==> config.mk <==
export PLATFORM = sky130hd
export DESIGN_NAME = cdb_wb_arbiter
export DESIGN_NICKNAME = d
export VERILOG_FILES = /design/src/rtl/cdb_wb_arbiter.sv
export SDC_FILE = /design/constraint.sdc
export NUM_CORES = 1
export LEC_CHECK = 0
export CAP_MARGIN = 15
export CORE_UTILIZATION = 50
export CTS_CLUSTER_SIZE = 30
export DETAILED_ROUTE_END_ITERATION = 10
export HOLD_SLACK_MARGIN = 0.1
export PLACE_DENSITY = 0.8
export SYNTH_ARGS = -nofsm -noshare
export SYNTH_HDL_FRONTEND = slang
export SYNTH_SLANG_ARGS = --single-unit
==> constraint.sdc <==
create_clock -name clk -period 8.05 [get_ports clk]
set_input_delay 0.805 -clock clk [delete_from_list [all_inputs] [get_ports clk]]
set_output_delay 0.805 -clock clk [all_outputs]
set_load 0.03 [all_outputs]
==> src/rtl/cdb_wb_arbiter.sv <==
// cdb_wb_arbiter
//   Shares the single common-data-bus writeback slot among the functional
//   units (0=alu, 1=mul, 2=br, 3=mem). Each unit owns a one-entry holding
//   buffer. A round-robin arbiter grants one buffered result per cycle onto a
//   registered writeback port that feeds the ROB / wakeup logic.
//
// Ports
//   clk, rst_n        clock (rising edge), asynchronous active-low reset
//   flush             synchronous pipeline flush (branch mispredict)
//   req_valid/ready   per-unit result handshake
//   req_data          per-unit result data, slice i = unit i
//   req_rob_idx       per-unit destination ROB entry, slice i
//   req_rd_addr       per-unit architectural rd, slice i
//   req_regf_we       per-unit regfile write enable
//   wb_valid          one-cycle pulse per written-back result
//   wb_data, wb_rob_idx, wb_rd_addr, wb_regf_we
//                     granted result fields (hold last value when !wb_valid)
//   wb_src            index of the unit whose result is on the port
//
// Handshake: a unit's result transfers into its buffer on a rising edge where
// req_valid[i] && req_ready[i] && !flush. req_ready[i] is derived only from
// registered state (and flush), never from req_valid, so a producer may hold
// req_valid for as many cycles as it needs. During flush req_ready is forced
// high so producers discard their result; nothing is captured.

module cdb_wb_arbiter #(
  parameter  int N_REQ     = 4,
  parameter  int DATA_W    = 32,
  parameter  int ROB_IDX_W = 5,
  localparam int SRC_W     = (N_REQ > 1) ? $clog2(N_REQ) : 1
) (
  input  logic                       clk,
  input  logic                       rst_n,
  input  logic                       flush,
  input  logic [N_REQ-1:0]           req_valid,
  output logic [N_REQ-1:0]           req_ready,
  input  logic [N_REQ*DATA_W-1:0]    req_data,
  input  logic [N_REQ*ROB_IDX_W-1:0] req_rob_idx,
  input  logic [N_REQ*5-1:0]         req_rd_addr,
  input  logic [N_REQ-1:0]           req_regf_we,
  output logic                       wb_valid,
  output logic [DATA_W-1:0]          wb_data,
  output logic [ROB_IDX_W-1:0]       wb_rob_idx,
  output logic [4:0]                 wb_rd_addr,
  output logic                       wb_regf_we,
  output logic [SRC_W-1:0]           wb_src
);

  logic [N_REQ-1:0]     buf_valid;
  logic [DATA_W-1:0]    buf_data [N_REQ];
  logic [ROB_IDX_W-1:0] buf_rob  [N_REQ];
  logic [4:0]           buf_rd   [N_REQ];
  logic [N_REQ-1:0]     buf_we;

  logic [SRC_W-1:0]     rr_ptr;
  logic [N_REQ-1:0]     grant;
  logic [SRC_W-1:0]     grant_idx;
  logic                 grant_any;
  logic [N_REQ-1:0]     capture;

  // Round-robin search: first valid buffer at rr_ptr, rr_ptr+1, ... mod N_REQ.
  always_comb begin
    int unsigned      idx;
    logic [SRC_W-1:0] cand;
    grant     = '0;
    grant_idx = '0;
    grant_any = 1'b0;
    idx       = 0;
    cand      = '0;
    for (int k = 0; k < N_REQ; k++) begin
      idx  = (32'(rr_ptr) + 32'(k)) % 32'(N_REQ);
      cand = SRC_W'(idx);
      if (!grant_any && buf_valid[cand]) begin
        grant_any = 1'b1;
        grant_idx = cand;
      end
    end
    if (grant_any) begin
      grant[grant_idx] = 1'b1;
    end
  end

  // A buffer being granted this cycle frees up, so it may be refilled on the
  // same edge; that keeps a single streaming unit at one result per cycle.
  assign req_ready = flush ? '1 : (~buf_valid | grant);
  assign capture   = req_valid & req_ready & {N_REQ{~flush}};

  // Holding buffers
  always_ff @(posedge clk or negedge rst_n) begin
    if (!rst_n) begin
      buf_valid <= '0;
      buf_we    <= '0;
      for (int i = 0; i < N_REQ; i++) begin
        buf_data[i] <= '0;
        buf_rob[i]  <= '0;
        buf_rd[i]   <= '0;
      end
    end else if (flush) begin
      buf_valid <= '0;
    end else begin
      for (int i = 0; i < N_REQ; i++) begin
        if (capture[i]) begin
          buf_valid[i] <= 1'b1;
          buf_data[i]  <= req_data[i*DATA_W +: DATA_W];
          buf_rob[i]   <= req_rob_idx[i*ROB_IDX_W +: ROB_IDX_W];
          buf_rd[i]    <= req_rd_addr[i*5 +: 5];
          buf_we[i]    <= req_regf_we[i];
        end else if (grant[i]) begin
          buf_valid[i] <= 1'b0;
        end
      end
    end
  end

  // Registered writeback port and round-robin pointer. A flush kills the
  // grant of the current cycle but leaves the pointer where it was.
  always_ff @(posedge clk or negedge rst_n) begin
    if (!rst_n) begin
      wb_valid   <= 1'b0;
      wb_data    <= '0;
      wb_rob_idx <= '0;
      wb_rd_addr <= '0;
      wb_regf_we <= 1'b0;
      wb_src     <= '0;
      rr_ptr     <= '0;
    end else if (flush) begin
      wb_valid <= 1'b0;
    end else begin
      wb_valid <= grant_any;
      if (grant_any) begin
        wb_data    <= buf_data[grant_idx];
        wb_rob_idx <= buf_rob[grant_idx];
        wb_rd_addr <= buf_rd[grant_idx];
        wb_regf_we <= buf_we[grant_idx];
        wb_src     <= grant_idx;
        rr_ptr     <= (grant_idx == SRC_W'(N_REQ - 1)) ? '0 : grant_idx + 1'b1;
      end
    end
  end

endmodule
==> flow_metrics.env, run 1 <==
export IMPL_status="finished clean"
export IMPL_path_cells="nor2b_1 > a21o_1 > a211o_2 > inv_1 > ha_1 > or3_1 > clkdlybuf4s50_1"
export IMPL_yosysUniqueCellTypes=37
export IMPL_crit_fanout=8
export IMPL_reg2reg_depth=9
export IMPL_r2r_end="buf_rd[3]"
export IMPL_rrSetupSlack_ns=4.77
export IMPL_clock_path_buffers=3
export IMPL_die_area_sq_um=19700
export IMPL_cp_slowest_cell="clkdlybuf4s50_1"
export IMPL_vias=6441
export IMPL_async_flop_share=1.00
export IMPL_yosysTopAreaCell="dfrtp_1"
export IMPL_hpwl_mm=15.1
export IMPL_track_usage=0.246
export IMPL_hold_viol=0
export IMPL_ys_warn_count=0
export IMPL_max_slew_worst_pin_slew_ns=1.13
export IMPL_numClockSinks=224
export IMPL_fin_crit_sh=0.442
export IMPL_stdcell_count=1145
export IMPL_numCtsBuffers=24
export IMPL_num_rows=50
export IMPL_clk_pin_slew_ns=0.06
export IMPL_routedWlPerCell_um=20.7
export IMPL_grt_remaining_overflow=0
export IMPL_yosysSeqAreaShare=0.585
export IMPL_core_area_sq_um=18700
export IMPL_cp_arrival_ns=2.75
export IMPL_rsz0062_at_grt="no"
export IMPL_antenna_found_initial=1
export IMPL_wl_mm=23.7
export IMPL_ant_nets=0
export IMPL_yosys_top_cells_area="dfrtp_1, mux2_2, mux2_4"
export IMPL_grt_max_degree=102
export IMPL_ys_flop_type="dfrtp_1"
export IMPL_portBuffers=228
export IMPL_cp_top_family="buffers and inverters"
export IMPL_period_needed_ns=3.56
export IMPL_leakagePower_uw=0.00550
export IMPL_drv_cap=0
export IMPL_drc=0
export IMPL_ys_ff_latch=224
export IMPL_synth_top_area_share=0.585
export IMPL_cts_root_buf="clkbuf_16"
export IMPL_synth_edf_count=0
export IMPL_finClkSkew_ns=0.0150
export IMPL_syn2layout_area_growth_pct=34.2
export IMPL_slew_viol_final=0
export IMPL_crit_required_ns=7.24
export IMPL_htreeDepth=1
export IMPL_syn_area_sq_um=9570
export IMPL_clk_latency_ns=0.51
export IMPL_cts_resized=0
export IMPL_power_density_nw_per_um2=299
export IMPL_setup_slack_ns=4.49
export IMPL_critPathCaptureType="output port"
export IMPL_path_buf_inv=2
export IMPL_worst_path_largest_cell_delay_ns=0.67
export IMPL_die_w_um=140
export IMPL_grt_pass1_vias=6873
export IMPL_fmax_mhz=281
export IMPL_dr_pass1_iters=4
export IMPL_synth_fp_nets=852
export IMPL_worstReg2RegStart="buf_valid[0]"
export IMPL_synthCells=672
export IMPL_gp_congestion=0.794
export IMPL_setup_violations=0
export IMPL_io_pins=229
export IMPL_grt_pass1_wl_mm=37.9
export IMPL_initial_utilization=0.512
export IMPL_dp_cells=1100
export IMPL_ctsHoldBuffers=0
export IMPL_cts_setup_buffers=0
export IMPL_final_util=0.687
export IMPL_viasPerCell=5.63
export IMPL_die_h_um=140
export IMPL_ir_drop_mv=0.171
export IMPL_critPathKind="reg -> out"
export IMPL_syn_avg_cell_area_sq_um=14.2
export IMPL_final_nets=1072
export IMPL_nFillCells=1319
export IMPL_dp_slack_ns=4.67
export IMPL_slew_headroom=0.249
export IMPL_hold_class="in -> async"
export IMPL_total_power_uw=3850
export IMPL_drt_iter0_markers=364
export IMPL_fin_setup_tns_ns=0
export IMPL_worstSetupStartpointType="flop"
export IMPL_cts_tree="done"
export IMPL_drive_gt1_frac=0.260
==> worst max path at each step <==
| stage | from | endpoint | slack [ns] | cells after the start |
|---|---|---|---|---|
| floorplan | buf_valid[0] | req_ready[3] | 5.33 | 8 |
| global placement | flush | req_ready[0] | 4.67 | 3 |
| detailed placement | flush | req_ready[0] | 4.67 | 3 |
| CTS | buf_valid[0] | req_ready[3] | 4.49 | 7 |
| global route | buf_valid[0] | req_ready[3] | 4.39 | 6 |
| finish | buf_valid[0] | req_ready[3] | 4.49 | 7 |
==> state kept, by name, summed over array words and instances, names as in the netlist, 4 cells and up <==
| register | cells |
|---|---|
| buf_data | 128 |
| buf_rd | 20 |
| buf_rob | 20 |
| buf_valid | 4 |
| buf_we | 4 |
| wb_data | 32 |
| wb_rd_addr | 5 |
| wb_rob_idx | 5 |
==> power by group <==
group	switching [uW]	total, uW	leakage, uW	internal, uW
clock network	443	1170	0.000431	725
registers	166	1580	0.00262	1410
logic	547	1100	0.00245	554
total	1160	3850	0.00550	2690
==> worst reg2reg max path, cell delays in order (launching register included) <==
cell and delay, ns:
dfrtp_1 0.45, nor2b_1 0.19, a21o_1 0.16, a211o_2 0.33, inv_1 0.08, ha_1 0.24, nor2_1 0.12, nor3b_4 0.63
buf_4 0.54, mux2_2 0.43
==> cells in the final DEF, fill, tap and decap left out, drive strengths merged, types with 8 or more instances in the layout <==
cell type      instances
clkdlybuf4s50        227
dfrtp                224
mux2                 172
nor2                  52
o22ai                 44
mux2i                 43
a221oi                43
clkbuf                34
buf                   12
inv                    8
==> through the flow <==
stage          hold slack (ns)  area [sq um]
5_1_grt                  0.404         12800
3_3_place_gp             0.467         12000
2_1_floorplan            0.458          9570
6_report                 0.353         12900
4_1_cts                  0.371         12800
3_5_place_dp             0.477         12000
==> logic make-up after synthesis <==
logic type | count (synthesis) | share of synthesized area
DFF | 224 | 0.585
AOI/OAI and AO/OA | 105 | 0.0798
muxes | 215 | 0.263
adders and majority gates | 1 | 0.00131
and+or+nand+nor | 74 | 0.0400
buffers and inverters | 53 | 0.0304
==> area by class of cell <==
class                      instances  area (sq um)  area share
clock inverter                    10           125     0.00974
clock buffer                      34           729      0.0568
timing repair buffer             239          2370       0.184
antenna                            1          2.50    0.000195
sequential                       224          5610       0.436
multi-input combinational        395          3700       0.288
inverter                           8          30.0     0.00234
tap                              234           293      0.0228
==> per-layer routing <==
| metal | GRT usage | up-vias | wire length [um] |
|---|---|---|---|
| met5 | 0 | - | 0 |
| met4 | 0.0440 | 0 | 248 |
| met3 | 0.0479 | 21 | 1540 |
| met2 | 0.392 | 213 | 11200 |
| met1 | 0.355 | 3282 | 10700 |
| li1 | - | 2925 | - |
==> synth_stat cells (2+ instances only) <==
cell	n
inv_1	7
mux2_2	129
dfrtp_1	224
or3_1	2
mux2_1	3
mux2_4	40
buf_2	11
clkbuf_1	16
nand2b_1	4
a221oi_1	43
a21o_1	2
nor2_1	50
nor3b_4	2
nor2_8	2
nand2_1	7
o21ai_0	5
buf_6	4
o22ai_1	44
mux2i_1	43
buf_4	13
a21oi_1	5
Power figures use the tool's default switching activity.
==> run 2: changes to the inputs <==
CORE_UTILIZATION = 45   (was 50)
PLACE_DENSITY = 0.76   (was 0.8)
clock period = 3.25 ns   (was 8.05 ns; I/O delays follow)
==> flow_metrics.env, run 2 (synthesis gave the netlist of run 1 again) <==
export IMPL_clk_pin_slew_ns=0.06
export IMPL_grt_pass1_vias=6919
export IMPL_final_util=0.631
export IMPL_clock_path_buffers=3
export IMPL_hold_class="in -> reg"
export IMPL_grt_remaining_overflow=0
export IMPL_viasPerCell=5.41
export IMPL_final_area_sq_um=13000
export IMPL_numCtsBuffers=25
export IMPL_layout_commonest_cell="clkdlybuf4s50_1"
export IMPL_power_density_nw_per_um2=725
export IMPL_fmax_mhz=327
export IMPL_crit_required_ns=2.92
export IMPL_layout_common_cells="clkdlybuf4s50_1, dfrtp_1, mux2_2"
export IMPL_wl_mm=23.8
export IMPL_cp_arrival_ns=2.73
export IMPL_grt_max_degree=99
export IMPL_leakagePower_uw=0.00553
export IMPL_dr_pass1_iters=4
export IMPL_rsz0062_at_grt="no"
export IMPL_portBuffers=228
export IMPL_regMostFlops="buf_data"
export IMPL_htreeDepth=1
export IMPL_top_regs="buf_data: 128 flops, wb_data: 32 flops"
export IMPL_syn2layout_area_growth_pct=35.5
export IMPL_io_pins=229
export IMPL_hpwl_mm=15.7
export IMPL_crit_fanout=8
export IMPL_slew_viol_final=0
export IMPL_ir_drop_mv=0.435
export IMPL_hold_slack_ns=0.423
export IMPL_drive_gt1_frac=0.258
export IMPL_gp_congestion=0.811
export IMPL_max_slew_worst_pin_slew_ns=0.905
export IMPL_drc=0
export IMPL_die_w_um=148
export IMPL_vias=6415
export IMPL_numClockSinks=224
export IMPL_cts_tree="done"
export IMPL_setup_violations=0
export IMPL_slew_headroom=0.395
export IMPL_fin_setup_tns_ns=0
export IMPL_diodes=0
export IMPL_worstSetupStartpointType="flop"
export IMPL_fin_crit_sh=0.941
export IMPL_routedWlPerCell_um=20.1
export IMPL_num_rows=52
export IMPL_finClkSkew_ns=0.00681
export IMPL_largest_reg_flops=128
export IMPL_dp_slack_ns=0.739
export IMPL_drt_iter0_markers=281
export IMPL_final_nets=1083
export IMPL_clk_latency_ns=0.50
export IMPL_hold_viol=0
export IMPL_critPathKind="reg -> out"
export IMPL_setup_slack_ns=0.192
export IMPL_initial_utilization=0.466
export IMPL_ant_nets=0
export IMPL_status="finished clean"
export IMPL_dpl_cell_area_sq_um=12200
export IMPL_cts_resized=0
export IMPL_period_needed_ns=3.06
export IMPL_grt_pass1_wl_mm=37.7
export IMPL_critPathCaptureType="output port"
export IMPL_cts_root_buf="clkbuf_16"
export IMPL_track_usage=0.223
export IMPL_die_h_um=148
export IMPL_drv_cap=0
export IMPL_core_area_sq_um=20600
export IMPL_die_area_sq_um=21900
export IMPL_antenna_found_initial=1
-- run 2: final cells by class --
type | instances | area (sq um)
clock buffer | 36 | 697
clock inverter | 4 | 95.1
fill | 1604 | 7590
inverter | 8 | 30.0
multi-input combinational | 395 | 3700
sequential | 224 | 5610
tap | 270 | 338
timing repair buffer | 249 | 2510
-- run 2: power breakdown --
group | switching (uW) | internal [uW]
sequential | 411 | 3500
clock | 1050 | 1710
combinational | 1340 | 1400
-- run 2: critical path, stage by stage (launching register included) --
cell             delay, ns
dfrtp_1               0.46
nor2b_1               0.19
a21o_1                0.16
a211o_2               0.34
inv_1                 0.08
ha_1                  0.19
or3_1                 0.11
clkdlybuf4s50_1       0.70
-- run 2: metrics by stage --
stage / total power, uW / std cells
final: 9400 / 1186
after global routing: 9870 / 1186
after CTS: 9500 / 1186
after detailed placement: 6710 / 1145
after global placement: 6620 / 1145
after floorplan: 5600 / 672
-- run 2: repair_timing --
item | CTS | global route
buffers inserted | 0 | 0
hold buffers | 1 | 0
hold endpoints to repair | 95 | 0
-- run 2: path summary, 6_finish.rpt --
path	endpoint	startpoint	depth (start not counted)	slack, ns
max	req_ready[3]	buf_valid[0]	7	0.19
min	buf_data[50]	req_data[82]	2	0.42
max reg2reg	buf_data[9]	buf_valid[0]	9	0.72
min reg2reg	wb_src[1]	wb_src[1]	2	0.47
max in group asynchronous	buf_data[51]	rst_n	3	2.00
min in group asynchronous	buf_rob[7]	rst_n	2	0.44
-- run 2: metal layers --
| metal | part of all wire | wire length, um | vias up | GRT usage |
|---|---|---|---|---|
| met4 | 0.018 | 435 | 2 | 0.0546 |
| li1 | - | - | 2947 | - |
| met1 | 0.43 | 10200 | 3216 | 0.296 |
| met5 | 0.00055 | 13 | - | 0 |
| met2 | 0.48 | 11500 | 215 | 0.372 |
| met3 | 0.067 | 1600 | 35 | 0.0500 |
